## src/rtl/fetch_queue.sv

```systemverilog
// Instruction fetch stage: owns the fetch PC, reads the instruction ROM and buffers {word, pc} pairs.
// Optional same-cycle bypass of an empty queue is enabled by defining FETCH_QUEUE_BYPASS_EN.
module fetch_queue #(
    parameter int ADDR_W   = 4,
    parameter int DEPTH    = 4,
    parameter int RESET_PC = 12
) (
    input  logic                       clk,
    input  logic                       areset,
    output logic [ADDR_W-1:0]          im_addr,
    output logic                       im_req,
    input  logic [31:0]                im_data,
    input  logic                       redirect,
    input  logic [ADDR_W-1:0]          redirect_pc,
    output logic                       inst_valid,
    input  logic                       inst_ready,
    output logic [31:0]                inst,
    output logic [ADDR_W-1:0]          inst_pc,
    output logic [$clog2(DEPTH):0]     q_count
);

    localparam int PTR_W = $clog2(DEPTH);
    localparam int CNT_W = PTR_W + 1;

    logic [ADDR_W-1:0] fetch_pc;
    logic [31:0]       word_mem [DEPTH];
    logic [ADDR_W-1:0] pc_mem   [DEPTH];
    logic [PTR_W-1:0]  head;
    logic [PTR_W-1:0]  tail;
    logic [CNT_W-1:0]  count;

    logic full;
    logic empty;
    logic fetch;
    logic push;
    logic pop;

    always_comb begin
        full  = (count == CNT_W'(DEPTH));
        empty = (count == '0);
        fetch = !areset && !redirect && !full;
        pop   = !empty && inst_ready && !redirect;
`ifdef FETCH_QUEUE_BYPASS_EN
        // An empty queue forwards the ROM word directly; it is only stored if decode stalls.
        push       = fetch && !(empty && inst_ready);
        inst_valid = !empty || fetch;
        inst       = empty ? im_data  : word_mem[head];
        inst_pc    = empty ? fetch_pc : pc_mem[head];
        if (empty && !fetch) begin
            inst    = word_mem[head];
            inst_pc = pc_mem[head];
        end
`else
        push       = fetch;
        inst_valid = !empty;
        inst       = word_mem[head];
        inst_pc    = pc_mem[head];
`endif
    end

    always_ff @(posedge clk) begin
        if (areset) begin
            fetch_pc <= ADDR_W'(RESET_PC);
            head     <= '0;
            tail     <= '0;
            count    <= '0;
            for (int unsigned i = 0; i < DEPTH; i++) begin
                word_mem[i] <= '0;
                pc_mem[i]   <= '0;
            end
        end else if (redirect) begin
            fetch_pc <= redirect_pc & ~ADDR_W'(3);
            head     <= '0;
            tail     <= '0;
            count    <= '0;
        end else begin
            if (fetch) begin
                fetch_pc <= fetch_pc + ADDR_W'(4);
            end
            if (push) begin
                word_mem[tail] <= im_data;
                pc_mem[tail]   <= fetch_pc;
                tail           <= tail + 1'b1;
            end
            if (pop) begin
                head <= head + 1'b1;
            end
            case ({push, pop})
                2'b10:   count <= count + 1'b1;
                2'b01:   count <= count - 1'b1;
                default: count <= count;
            endcase
        end
    end

    assign im_addr = fetch_pc;
    assign im_req  = fetch;
    assign q_count = count;

endmodule

```

## config.mk

```make
export PLATFORM = sky130hd
export DESIGN_NAME = fetch_queue
export DESIGN_NICKNAME = d
export VERILOG_FILES = /design/src/rtl/fetch_queue.sv
export SDC_FILE = /design/constraint.sdc
export NUM_CORES = 1
export LEC_CHECK = 0
export ABC_AREA = 1
export CAP_MARGIN = 20
export CORE_ASPECT_RATIO = 2
export CORE_UTILIZATION = 50
export CTS_BUF_LIST = sky130_fd_sc_hd__clkbuf_8
export CTS_CLUSTER_DIAMETER = 60
export DETAILED_ROUTE_END_ITERATION = 10
export PLACE_DENSITY = 0.73
export RECOVER_POWER = 50
export SYNTH_ARGS = -nofsm -noshare
export SYNTH_HDL_FRONTEND = slang
export SYNTH_SLANG_ARGS = --single-unit
```

## constraint.sdc

```tcl
create_clock -name clk -period 4.2 [get_ports clk]
set_clock_uncertainty 0.2 [all_clocks]
set_input_delay 0.84 -clock clk [delete_from_list [all_inputs] [get_ports clk]]
set_output_delay 0.84 -clock clk [all_outputs]
set_load 0.02 [all_outputs]
```

==> qor.txt <==
Vias in the first global route - 4643
Full die area - 13410 sq um
CTS-repair resized insts - 0
Post-CTS setup buffers - 0
Starting DRC count in detailed routing - 255
Synth area leader - edfxtp_1
Wire per inst - 16.54 microns
Yosys reg bits - 147
CTS tree - done
Yosys warnings - 0
Crit path max fanout - 9
IO Port Bufs - 78
Total GRT Usage - 22.55%
Critical path type - primary input to primary output
Status - finished clean
Dpl cells - 813
Hold WS - 0.3099 ns
PD cells - 412.0 nW/um^2
Fin area - 7725 sq um
Hold Buf Count CTS - 0
Share of cells above drive strength 1 - 11.22%
Antenna violations before repair - 0
P&R area growth vs syn - 19.51%
Dpl hpwl - 8146 microns
Drt drc - 0
Drt total wl - 13980 microns
Crit share post-route - 92.62%
Util after Layout - 61.53%
CP Data Required Time - 3.16 ns
Dpl cell area - 7323 sq um
Nets - 724
Yosys top cell area share - 63.18%
Layout fillers - 1006
Worst-Margin Slew - 1.224 ns
Max Slew Vio Count - 0
Slowest cell on crit path - clkdlybuf4s50_1
Chip height - 162.8 microns
Vias - 4581
Final Hold Vio Count - 0
Top-level port count - 85
Avg Vias per Cell - 5.421
Rows - 58
Clk pin slew, worst setup/hold paths - 0.08 ns
Worst VDD drop - 226.0 uV
Starting Density - 51.48%
HP Class - flop to flop
Final non-filler cell total - 845
Antenna-violating nets left - 0
Final worst path period need - 3.890 ns
Synth cell types - 23
Core ar. - 12550 sq um
Clk sink count - 147
Max capacitance violation total - 0
Post-Syn Instances - 607
Worst path cell trace - dlygate4sd3_1, nor2_1, nand2_2, inv_1, clkdlybuf4s50_1
Max incr delay on CP - 0.62 ns
Sequential area share after synthesis - 66.59%
First-pass GRT wire length - 21600 microns
Num CTS Buffers - 17
CTS Root Cell - clkbuf_8
Crit end category - primary output
Fmax - 257.1 MHz
Top post-synthesis cells by area - edfxtp_1, nor2_1, o21ai_0, dfxtp_1, o22ai_1
Final WS setup - 0.3101 ns
Avg Cell Area, Syn - 10.65 sq um
Slew Limit Headroom - 18.41%
Endpoints failing setup - 0
ANT cells - 0
Most used DFF post-synth - edfxtp_1
Asr flop ratio synth - 0%
Setup TNS - 0 ns
Pleak - 3.109 nW
Largest net degree at the start of global routing - 69
RSZ-0062 raised after global routing - false
Post-Syn Area - 6464 sq um
Post-synth EDFFs - 136
Die W - 82.40 microns
Worst Path Arrival - 2.85 ns
Overall Power - 3.183 mW
DR pass1 iterations - 5
Max clock buf depth - 2
Setup WS pre-CTS - 0.7401 ns
Global placer's final weighted congestion - 0.7419
Htree depth - 4
Worst-Skew Late Latency - 0.43 ns
Crit start category - primary input
Overflow after GRT - 0
==> cell usage in the layout, fill, tap and decap left out <==
cell type	count
nand3_2	2
clkbuf_8	18
nand3_4	1
edfxtp_1	136
o21ai_0	71
nor2_1	186
buf_4	10
nand2_1	25
bufinv_16	4
dlygate4sd3_1	6
dfxtp_2	1
dfxtp_1	10
clkinv_2	2
clkdlybuf4s50_1	72
conb_1	4
inv_4	3
ha_1	1
inv_2	1
nor2_2	25
nand3_1	8
nor2_4	1
clkbuf_2	2
a21oi_1	7
inv_1	55
nand2_2	3
o22ai_1	34
fa_1	1
clkbuf_1	1
nand2_4	2
inv_6	3
==> worst max-delay path: cells and delay by family <==
family | cells | cell delay [ns]
buffers and inverters | 3 | 1.37
and+or+nand+nor | 2 | 0.63
==> synth_stat cells, types with 8 or more instances <==
cell type,count
nor2_1,182
edfxtp_1,136
o21ai_0,71
inv_1,52
o22ai_1,34
nor2_2,29
nand2_1,27
clkbuf_1,14
dfxtp_1,11
buf_2,10
nand3_1,8
==> path summary, 6_finish.rpt <==
| check | startpoint | endpoint | slack (ns) | depth (start not counted) |
|---|---|---|---|---|
| worst min-delay path | head[1]$_SDFFE_PP0P_ | head[1]$_SDFFE_PP0P_ | 0.31 | 2 |
| worst max-delay path | redirect | im_req | 0.31 | 5 |
| worst min register to register | head[1]$_SDFFE_PP0P_ | head[1]$_SDFFE_PP0P_ | 0.31 | 2 |
| worst max register to register | q_count[0]$_SDFFE_PP0P_ | q_count[2]$_SDFFE_PP0P_ | 1.30 | 12 |
==> area by class of cell <==
type	instances	area (sq um)	area share [%]
flip-flops and latches	147	4305	55.73
multi-input cells	371	1729	22.38
clock buffers	18	247.7	3.207
inverters	54	202.7	2.624
repair buffers	91	869.6	11.26
clock inverters	14	182.7	2.365
well taps	150	187.7	2.430
==> flip-flops by register name (all words and copies together), names as in the netlist, named ones only <==
name      cells
word_mem    128
pc_mem        8
q_count       3
head          2
im_addr       2
tail          2
==> cells by family after synthesis <==
| logic type | after synthesis | synth area share (%) |
|---|---|---|
| adder cells (fa/ha/maj) | 2 | 0.5033 |
| other | 1 | 0.05802 |
| AO/OA/AOI/OAI | 112 | 9.330 |
| buffers and inverters | 92 | 6.756 |
| AND/OR/NAND/NOR | 253 | 16.76 |
| flip-flops | 147 | 66.59 |
==> report_power, final <==
group / internal (mW) / leakage [nW] / switching (mW)
Clock: 0.663 / 0.231 / 0.502
Combinational: 0.122 / 1.38 / 0.190
Sequential: 1.68 / 1.50 / 0.0220
==> layer usage <==
metal	wire, microns	up-vias	GRT usage [%]
li1	-	2186	-
met1	4964	2175	24.14
met2	7680	185	38.54
met3	903	35	5.434
met4	433	0	13.96
met5	0	-	0
(Power assumes the default switching activity.)
